<file path="src/rtl/pwm_cfg_sequencer.sv">
// Arbitrates two PWM profile requesters and walks the PWM register command bus
// through stop, period, duty, prescaler, start and a duty readback for each update.
module pwm_cfg_sequencer #(
  parameter int DATA_W         = 16,
  parameter int ADDR_W         = 2,
  parameter int PRE_W          = 3,
  parameter int PERIOD_ADDR    = 0,
  parameter int DUTY_ADDR      = 1,
  parameter int PRESCALER_ADDR = 2,
  parameter int START_ADDR     = 3,
  parameter int READ_LAT       = 2
) (
  input  logic                Clk,
  input  logic                Reset_l,
  input  logic [1:0]          Req,
  input  logic [2*DATA_W-1:0] ReqPeriod,
  input  logic [2*DATA_W-1:0] ReqDuty,
  input  logic [2*PRE_W-1:0]  ReqPrescaler,
  output logic [1:0]          Ack,
  output logic                Err,
  output logic                Busy,
  output logic                CmdVal,
  output logic [ADDR_W-1:0]   CmdAddr,
  output logic [DATA_W-1:0]   CmdDataIn,
  output logic                CmdRW,
  input  logic [DATA_W-1:0]   CmdDataOut
);

  localparam int WCNT_W = (READ_LAT > 1) ? $clog2(READ_LAT) : 1;

  localparam logic [ADDR_W-1:0] ADDR_PERIOD = ADDR_W'(PERIOD_ADDR);
  localparam logic [ADDR_W-1:0] ADDR_DUTY   = ADDR_W'(DUTY_ADDR);
  localparam logic [ADDR_W-1:0] ADDR_PRE    = ADDR_W'(PRESCALER_ADDR);
  localparam logic [ADDR_W-1:0] ADDR_START  = ADDR_W'(START_ADDR);

  typedef enum logic [3:0] {
    IDLE,
    W_STOP,
    W_PER,
    W_DUTY,
    W_PRE,
    W_START,
    RD,
    WAIT,
    DONE
  } state_t;

  state_t              state_q;
  logic                winner_q;
  logic                rrPrio_q;
  logic [DATA_W-1:0]   period_q;
  logic [DATA_W-1:0]   duty_q;
  logic [PRE_W-1:0]    pre_q;
  logic [WCNT_W-1:0]   waitCnt_q;
  logic [1:0]          ack_q;
  logic                err_q;
  logic                busy_q;
  logic                cmdVal_q;
  logic [ADDR_W-1:0]   cmdAddr_q;
  logic [DATA_W-1:0]   cmdData_q;
  logic                cmdRw_q;

  logic                winSel_d;
  logic [DATA_W-1:0]   perSel_d;
  logic [DATA_W-1:0]   dutySel_d;
  logic [DATA_W-1:0]   dutyClamp_d;
  logic [PRE_W-1:0]    preSel_d;

  // rrPrio_q names the requester that wins a tie; a lone request always wins.
  always_comb begin
    winSel_d    = (Req == 2'b11) ? rrPrio_q : Req[1];
    perSel_d    = winSel_d ? ReqPeriod[2*DATA_W-1:DATA_W] : ReqPeriod[DATA_W-1:0];
    dutySel_d   = winSel_d ? ReqDuty[2*DATA_W-1:DATA_W]   : ReqDuty[DATA_W-1:0];
    preSel_d    = winSel_d ? ReqPrescaler[2*PRE_W-1:PRE_W] : ReqPrescaler[PRE_W-1:0];
    dutyClamp_d = (dutySel_d > perSel_d) ? perSel_d : dutySel_d;
  end

  // Bus outputs default to idle each cycle and are set for the state being entered.
  always_ff @(posedge Clk or negedge Reset_l) begin
    if (!Reset_l) begin
      state_q   <= IDLE;
      winner_q  <= 1'b0;
      rrPrio_q  <= 1'b0;
      period_q  <= '0;
      duty_q    <= '0;
      pre_q     <= '0;
      waitCnt_q <= '0;
      ack_q     <= '0;
      err_q     <= 1'b0;
      busy_q    <= 1'b0;
      cmdVal_q  <= 1'b0;
      cmdAddr_q <= '0;
      cmdData_q <= '0;
      cmdRw_q   <= 1'b0;
    end else begin
      cmdVal_q  <= 1'b0;
      cmdAddr_q <= '0;
      cmdData_q <= '0;
      cmdRw_q   <= 1'b0;
      ack_q     <= '0;
      case (state_q)
        IDLE: begin
          if (|Req) begin
            winner_q <= winSel_d;
            period_q <= perSel_d;
            duty_q   <= dutyClamp_d;
            pre_q    <= preSel_d;
            busy_q   <= 1'b1;
            if (perSel_d == '0) begin
              state_q <= DONE;
              ack_q   <= winSel_d ? 2'b10 : 2'b01;
              err_q   <= 1'b1;
            end else begin
              state_q   <= W_STOP;
              cmdVal_q  <= 1'b1;
              cmdAddr_q <= ADDR_START;
            end
          end
        end
        W_STOP: begin
          state_q   <= W_PER;
          cmdVal_q  <= 1'b1;
          cmdAddr_q <= ADDR_PERIOD;
          cmdData_q <= period_q;
        end
        W_PER: begin
          state_q   <= W_DUTY;
          cmdVal_q  <= 1'b1;
          cmdAddr_q <= ADDR_DUTY;
          cmdData_q <= duty_q;
        end
        W_DUTY: begin
          state_q   <= W_PRE;
          cmdVal_q  <= 1'b1;
          cmdAddr_q <= ADDR_PRE;
          cmdData_q <= {{(DATA_W-PRE_W){1'b0}}, pre_q};
        end
        W_PRE: begin
          state_q   <= W_START;
          cmdVal_q  <= 1'b1;
          cmdAddr_q <= ADDR_START;
          cmdData_q <= DATA_W'(1);
        end
        W_START: begin
          state_q   <= RD;
          cmdVal_q  <= 1'b1;
          cmdAddr_q <= ADDR_DUTY;
          cmdRw_q   <= 1'b1;
        end
        RD: begin
          state_q   <= WAIT;
          waitCnt_q <= WCNT_W'(READ_LAT - 1);
        end
        // Readback is sampled on the edge that closes the last WAIT cycle.
        WAIT: begin
          if (waitCnt_q == '0) begin
            state_q <= DONE;
            ack_q   <= winner_q ? 2'b10 : 2'b01;
            err_q   <= (CmdDataOut != duty_q);
          end else begin
            waitCnt_q <= waitCnt_q - 1'b1;
          end
        end
        DONE: begin
          state_q  <= IDLE;
          busy_q   <= 1'b0;
          err_q    <= 1'b0;
          rrPrio_q <= ~winner_q;
        end
        default: begin
          state_q <= IDLE;
          busy_q  <= 1'b0;
          err_q   <= 1'b0;
        end
      endcase
    end
  end

  assign Ack       = ack_q;
  assign Err       = err_q;
  assign Busy      = busy_q;
  assign CmdVal    = cmdVal_q;
  assign CmdAddr   = cmdAddr_q;
  assign CmdDataIn = cmdData_q;
  assign CmdRW     = cmdRw_q;

endmodule

</file>
<file path="config.mk">
export PLATFORM = sky130hd
export DESIGN_NAME = pwm_cfg_sequencer
export DESIGN_NICKNAME = d
export VERILOG_FILES = /design/src/rtl/pwm_cfg_sequencer.sv
export SDC_FILE = /design/constraint.sdc
export NUM_CORES = 1
export LEC_CHECK = 0
export BUFFER_PORTS_ARGS = -buffer_cell sky130_fd_sc_hd__buf_2
export CORE_UTILIZATION = 45
export DETAILED_ROUTE_END_ITERATION = 8
export HOLD_SLACK_MARGIN = 0.1
export PLACE_DENSITY = 0.74
export SETUP_SLACK_MARGIN = 0.5
export SLEW_MARGIN = 20
export SYNTH_ARGS = -nofsm -noshare
export SYNTH_HDL_FRONTEND = slang
export SYNTH_SLANG_ARGS = --single-unit
</file>
<file path="constraint.sdc">
create_clock -name Clk -period 7.3 [get_ports Clk]
set_input_delay 0.365 -clock Clk [delete_from_list [all_inputs] [get_ports Clk]]
set_output_delay 0.365 -clock Clk [all_outputs]
set_load 0.03 [all_outputs]
</file>
Word-level counts from Yosys, hierarchy flattened
Index checks and enable logic that the tools add are counted.
{"block": "op_classes", "add_sub_neg": 1, "n_lt_le_gt_ge": 1, "n_eq_ne": 13, "muxes": 31, "bitwise": 3, "n_reduce_logical": 12}
{"cell": "16-bit one-hot mux with 4 select lines", "count": 1}
{"cell": "16-bit 2-to-1 mux", "count": 3}
{"cell": "4-bit one-hot mux with 8 select lines", "count": 1}
{"cell": "4-bit by 3-bit equality test with 1-bit output, second input constant", "count": 4}
{"cell": "16-bit greater-than comparator", "count": 1}
{"cell": "16-bit zero test", "count": 1}
{"cell": "16-bit != test", "count": 1}
{"cell": "2-bit 2-to-1 mux", "count": 7}
{"cell": "4-bit 2-to-1 mux", "count": 3}
{"cell": "1-bit 2-to-1 mux", "count": 9}
{"cell": "4-bit by 2-bit equality test with 1-bit output, second input constant", "count": 2}
{"cell": "2-bit one-hot mux with 4 select lines", "count": 1}
{"cell": "7-bit OR reduction", "count": 1}
{"cell": "2-bit != test, second input constant", "count": 3}
{"cell": "1-bit one-hot mux with 2 select lines", "count": 3}
{"cell": "2-bit AND reduction", "count": 3}
{"cell": "6-bit OR reduction", "count": 1}
{"cell": "5-bit OR reduction", "count": 1}
{"cell": "4-bit by 1-bit equality test with 1-bit output, second input constant", "count": 1}
{"cell": "4-bit equality test, second input constant", "count": 1}
{"cell": "4-bit zero test", "count": 1}
{"cell": "2-bit one-hot mux with 2 select lines", "count": 1}
{"cell": "4-bit AND reduction", "count": 1}
{"cell": "2-bit OR reduction", "count": 2}
{"cell": "6 further kinds", "count": 8}
{"block": "word_totals", "regBits": 66, "inputBits": 90, "word_cells": 75}

Depth between registers and ports, before layout
Gate-level depths: netlist of the first run.
{"block": "depth", "word_depth": 7, "depth_mapped": 13, "depth_no_buf": 10}

Worst setup path before layout of the first run
Ideal clock, no wire load.
{"block": "synth_path", "kind": "input port to flip-flop", "start": "input port Req[0]", "end": "register duty_q[10]", "arrival_time_ps": 3050, "required_ps": 7168, "path_slack_ps": 4118, "stages": 13, "path_buffers": 3, "path_cell_list": "inv_1 o21ai_0 buf_2 buf_2 mux2i_1 ha_1 a21oi_2 nand2_1 a221o_1 o31ai_4 buf_8 mux2i_1 o21ai_1"}
{"block": "synth_via", "elab_chain_len": 5}
{"element": "start, declared", "line_no": "15", "source": "input logic [1:0] Req,"}
{"element": "2-bit equality test", "line_no": "71", "source": "winSel_d = (Req == 2'b11) ? rrPrio_q : Req[1];"}
{"element": "1-bit 2-to-1 mux", "line_no": "71"}
{"element": "16-bit 2-to-1 mux (on tied branches)", "line_no": "73, 72"}
{"element": "16-bit greater-than comparator", "line_no": "75", "source": "dutyClamp_d = (dutySel_d > perSel_d) ? perSel_d : dutySel_d;"}
{"element": "16-bit 2-to-1 mux", "line_no": "75"}
{"element": "end signal, assigned", "line_no": "106", "source": "duty_q <= dutyClamp_d;"}
{"element": "end, declared", "line_no": "52", "source": "logic [DATA_W-1:0] duty_q;"}
Parallel ways exist; a longest one is shown, timed or not.
A chain may end at the register's enable or synchronous reset.

Worst setup path in the final report of the first run
{"block": "layout_path", "start": "register rrPrio_q", "end": "register duty_q[1]"}
{"block": "layout_via", "elab_chain_len": 4}
{"element": "start, declared", "line_no": "50", "source": "logic rrPrio_q;"}
{"element": "start signal, assigned", "line_no": "168", "source": "rrPrio_q <= ~winner_q;"}
{"element": "1-bit 2-to-1 mux (*)", "line_no": "71"}
{"element": "16-bit 2-to-1 mux (on tied branches)", "line_no": "73, 72"}
{"element": "16-bit greater-than comparator", "line_no": "75"}
{"element": "16-bit 2-to-1 mux (*)", "line_no": "75"}
Every way passes the cells marked *; elsewhere a longest branch is shown, timed or not.

==> results.tsv, run 1 <==
metric	value	unit
outcome	finished clean	
crit_path_end_kind	register	
wl	9290	um
port_buffers	113	
final.min_clock_period	3.92	ns
maxSlewViolCount	0	
routabilityCongestion	0.825	
num_vias	3205	
drv_cap	0	
skew	0.00789	ns
synth_top_area_share	0.441	
mostFrequentLayoutCells	113 x buf_2, 66 x dfrtp_1, 46 x nand2_1	
yosysWarningCount	0	
clockRootBuffer	clkbuf_8	
setup_viol	0	
design.die.area	8690	um^2
initial_utilization	0.475	
synth_fp_nets	484	
path_class	reg2reg	
layout-area-overhead-vs-synth	22.4	%
rsz0062_at_grt	no	
tightest_slew	1.12	ns
die_width	93.2	um
p_leak	0.00237	uW
cts.htree.levels	3	
dpl-instance-area	4400	um^2
wire_per_inst	15.7	um
ys_seq_area_frac	0.441	
fin_tns_setup	0	ns
gr-total-overflow	0	
fmax	0.255	GHz
hold-worst-slack	0.180	ns
drc_errors	0	
ys_ff_latch	66	
netlist_area	3740	um^2
drt_first_iter_violations	192	
path_clk_slew	0.07	ns
grt_pass1_vias	2990	
num_rows	32	
nets	592	
dp_hpwl	6940	um
drive_gt1_frac	0.320	
ys.flop_type	dfrtp_1	
ys_types	45	
min_path_type	in2async	
ant_nets	0	
synth_edf_count	0	
synth-async-reset-ratio	1.00	
firstDrtPassIters	4	
synth_cells	378	
synth_top_area_cell	dfrtp_1	
final_common_cell	buf_2	
antenna_found_initial	0	
grt_pass1_wl	14700	um
num_antenna_cells	0	
critPathMaxFanout	38	
arrival	4.12	ns
clk_path_buf_depth	2	
grt_start_max_net_pins	72	
cts_resized	0	
power.total	1660	uW
die_h	93.2	um
synth_area_leaders	dfrtp_1 44%, mux2i_1 9.1%, mux2_2 5.7%	
critPathLaunchType	register	
irDropWorstVdd	0.111	mV
fp.coreArea	7890	um^2
cts_tree	built	
fillCellCount	687	
post-place-ws	3.31	ns
syn_avg_cell_area	9.91	um^2
post-route-period-util	0.536	
finalHoldViolCount	0	
cp.required	7.50	ns
relSlewSlack	0.252	
post_cts_buffers	0	
via_per_inst	5.40	
ctsHoldBuffers	0	
p_per_area	363	nW/um^2
grtUsageTotal	0.223	
clk_latency	0.35	ns
num_io_pins	114	
fin_area	4580	um^2
cts_inserted_buffers	9	
cts_sinks	66	
setup_ws	3.38	ns
final timing paths:
kind,depth (start not counted),slack [ns],end,startpoint
min in group Clk,3,0.31,pre_q[0],ReqPrescaler[3]
worst max register to register,10,3.38,duty_q[1],rrPrio_q
max in group asynchronous,2,6.57,Busy,Reset_l
worst min register to register,2,0.49,period_q[8],period_q[8]
worst min-delay path,2,0.18,period_q[5],Reset_l
worst max-delay path,10,3.38,duty_q[1],rrPrio_q
registers in the layout (all words and copies together) (netlist names):
| signal | count |
|---|---|
| CmdVal | 1 |
| CmdRW | 1 |
| Ack | 2 |
| duty_q | 16 |
| waitCnt_q | 1 |
| Busy | 1 |
| Err | 1 |
| CmdAddr | 2 |
| winner_q | 1 |
| period_q | 16 |
| pre_q | 3 |
| state_q | 4 |
| rrPrio_q | 1 |
| CmdDataIn | 16 |
through the flow:
| step | cells | util |
|---|---|---|
| detailed placement | 577 | 0.558 |
| CTS | 593 | 0.581 |
| global route | 593 | 0.581 |
| global placement | 577 | 0.558 |
| floorplan | 378 | - |
| finish | 593 | 0.581 |
final cells by class:
| cell class | instances | area (um^2) | area share |
|---|---|---|---|
| clock buffer | 14 | 173 | 0.0377 |
| timing repair buffer | 117 | 596 | 0.130 |
| inverter | 18 | 67.6 | 0.0147 |
| clock inverter | 2 | 10.0 | 0.00218 |
| sequential | 66 | 1650 | 0.360 |
| tap | 102 | 128 | 0.0278 |
| multi-input combinational | 274 | 1960 | 0.427 |
logic make-up (layout without fill, tap and decap cells):
group           after synthesis  after routing  synth area share
flops                        66             66             0.441
buf+inv                      38            151            0.0421
fa+ha+maj                    16             16            0.0535
simple gates                 98             98             0.122
xor+xnor                     16             16            0.0374
compound gates               91             91             0.156
mux                          53             53             0.148
Yosys cell counts (4+ instances only):
cell      number
a22o_1        14
o21ai_1       11
dfrtp_1       66
nand2_1       46
ha_1          16
nand4_1        6
a21oi_1       13
clkbuf_1      15
xor2_1         4
nand2b_1       4
o21ai_0       32
a22oi_1        4
nor3_1         4
nor2_1        16
inv_1         18
xnor2_1       12
nor4_1         8
mux2_2        19
mux2i_1       34
power by group:
group / total (uW) / leakage [uW] / internal [uW] / switching, uW
registers: 662 / 0.000836 / 528 / 133
logic: 714 / 0.00144 / 292 / 422
clock network: 288 / 0.0000965 / 150 / 137
critical path, stage by stage (launching register included):
cell	delay, ns
dfrtp_1	0.42
o21ai_4	0.14
buf_4	0.50
mux2_2	0.42
ha_1	0.30
a21oi_1	0.15
o21ai_0	0.14
a221o_1	0.39
o31ai_4	0.95
mux2i_1	0.28
o21ai_0	0.09
routing by layer:
metal	routed length (um)	track usage	up-vias
met1	4390	0.315	1528
met4	113	0.0718	0
met5	0	0	-
li1	-	-	1560
met3	513	0.0398	9
met2	4280	0.347	108
(Power assumes the default switching activity.)
==> inputs of run 2 (changes only) <==
Clock period 7.3 ns to 4.1 ns, I/O delays scaled along.
==> run 2 against run 1 <==
Net effect: register-to-register slack worse by 2.6 ns; sequential share of layout area down 0.73 points; critical path depth unchanged; worst hold slack worse by 0.013 ns; via count up 2.5%; count of clock-buffer cells in the layout down 1; total power up 79%; clock skew about the same; worst setup slack worse by 2.6 ns; first-iteration DRC count up 31%; die area unchanged; flip-flop and latch count unchanged; largest cell class unchanged.
==> results.tsv, run 2 (synthesis gave the netlist of run 1 again) <==
metric	value	unit
grtUsageTotal	0.243	
min_path_type	in2reg	
min_path_cells	3	
num_rows	32	
ant_nets	0	
grt_start_max_net_pins	72	
wire_per_inst	16.5	um
gr-total-overflow	0	
final.min_clock_period	3.35	ns
crit_chain	o21ai_4 > mux2_2 > ha_1 > nand4_1 > nor4_1 > a21boi_0 > o31ai_4 > buf_4 > mux2i_1 > o21ai_0	
cts_sinks	66	
fin_tns_setup	0	ns
critPathMaxFanout	10	
arrival	3.54	ns
critical_path.top_delay_family	compound AO/OA/AOI/OAI gates	
r2r_end	duty_q[3]	
critPathLaunchType	register	
final_common_cell	buf_2	
cts_inserted_buffers	9	
reg2reg_depth	10	
setup_viol	0	
critical_path_buf_inv_count	1	
fillCellCount	694	
r2r_start	rrPrio_q	
finalHoldViolCount	0	
layout-area-overhead-vs-synth	24.9	%
cp.required	4.30	ns
post-route-period-util	0.816	
crit_path_end_kind	register	
num_antenna_cells	0	
initial_utilization	0.475	
drv_cap	0	
num_vias	3284	
grt_pass1_vias	3238	
irDropWorstVdd	0.232	mV
dp_hpwl	7290	um
nets	604	
cts_tree	built	
path_clk_slew	0.06	ns
path_class	reg2reg	
fp.coreArea	7890	um^2
fmax	0.299	GHz
via_per_inst	5.43	
relSlewSlack	0.314	
outcome	finished clean	
port_buffers	113	
hp-start	ReqPrescaler[3]	
tightest_slew	1.03	ns
p_per_area	637	nW/um^2
utilization	0.593	
worstSetupPathDepth	10	
die_h	93.2	um
wl	10000	um
power.total	2980	uW
num_io_pins	114	
skew	0.00756	ns
grt_pass1_wl	15900	um
regArea	1650	um^2
p_leak	0.00242	uW
max_stage_delay	0.47	ns
firstDrtPassIters	4	
drt_first_iter_violations	252	
clockRootBuffer	clkbuf_8	
die_width	93.2	um
multiInputGateArea	1970	um^2
maxSlewViolCount	0	
cts.htree.levels	3	
clk_path_buf_depth	2	
drc_errors	0	
antenna_found_initial	0	
routabilityCongestion	0.831	
clk_latency	0.34	ns
design.die.area	8690	um^2
r2r_slack	0.75	ns
drive_gt1_frac	0.332	
holdPathEnd	pre_q[0]	
slowest_stage	dfrtp_1	
mostFrequentLayoutCells	113 x buf_2, 66 x dfrtp_1, 46 x nand2_1	
rsz0062_at_grt	no	
[run 2: cell types whose count changed in the layout (fill, tap and decap cells not counted), sizes merged]
| cell | change |
|---|---|
| buf | +10 |
| clkbuf | -1 |
| clkinv | +1 |
| dlygate4sd3 | +1 |
| o21ai | +1 |
[run 2: layout make-up]
type / instances / share of cell area
clock inverter: 3 / 0.00321
tap: 102 / 0.0273
timing repair buffer: 128 / 0.148
sequential: 66 / 0.353
clock buffer: 13 / 0.0318
inverter: 18 / 0.0144
multi-input combinational: 275 / 0.422
[run 2: worst max-delay path by stage]
stage / end / slack, ns / from
final: duty_q[3] / 0.75 / rrPrio_q
after global routing: duty_q[3] / 0.57 / rrPrio_q
after CTS: duty_q[3] / 0.57 / rrPrio_q
after detailed placement: duty_q[4] / 0.15 / rrPrio_q
after global placement: duty_q[4] / 0.35 / rrPrio_q
after floorplan: duty_q[10] / 0.93 / rrPrio_q
[run 2: through the flow]
step / instance area (um^2) / setup slack (ns) / hold WS (ns) / std cells
2_1_floorplan: 3740 / 0.930 / -0.0906 / 378
3_3_place_gp: 4430 / 0.349 / 0.428 / 581
3_5_place_dp: 4430 / 0.155 / 0.435 / 581
4_1_cts: 4630 / 0.566 / 0.172 / 601
5_1_grt: 4680 / 0.570 / 0.197 / 605
6_report: 4680 / 0.755 / 0.167 / 605
[run 2: power by group]
part | total, uW | internal [uW] | switching [uW]
logic | 1320 | 551 | 771
registers | 1190 | 941 | 246
clock network | 470 | 234 | 236
[run 2: what timing repair did]
item | CTS | global route
pin swaps | 2 | 1
buffers inserted | 2 | 4
resized for setup | 0 | 1
cloned | 1 | 0
endpoints found under the hold margin | 66 | 0
endpoints found under the setup margin | 16 | 16
hold buffers | 1 | 0
[run 2: worst register-to-register path, stage by stage, from the launching register on]
cell and delay (ns):
dfrtp_1 0.47, o21ai_4 0.47, mux2_2 0.44, ha_1 0.29, nand4_1 0.17, nor4_1 0.43, a21boi_0 0.36, o31ai_4 0.14
buf_4 0.18, mux2i_1 0.17, o21ai_0 0.09
[run 2: metal layers]
| layer | wire length, um | up-vias | track usage |
|---|---|---|---|
| li1 | - | 1585 | - |
| met1 | 4430 | 1555 | 0.326 |
| met2 | 4740 | 130 | 0.392 |
| met3 | 679 | 14 | 0.0488 |
| met4 | 161 | 0 | 0.0821 |
| met5 | 0 | - | 0 |
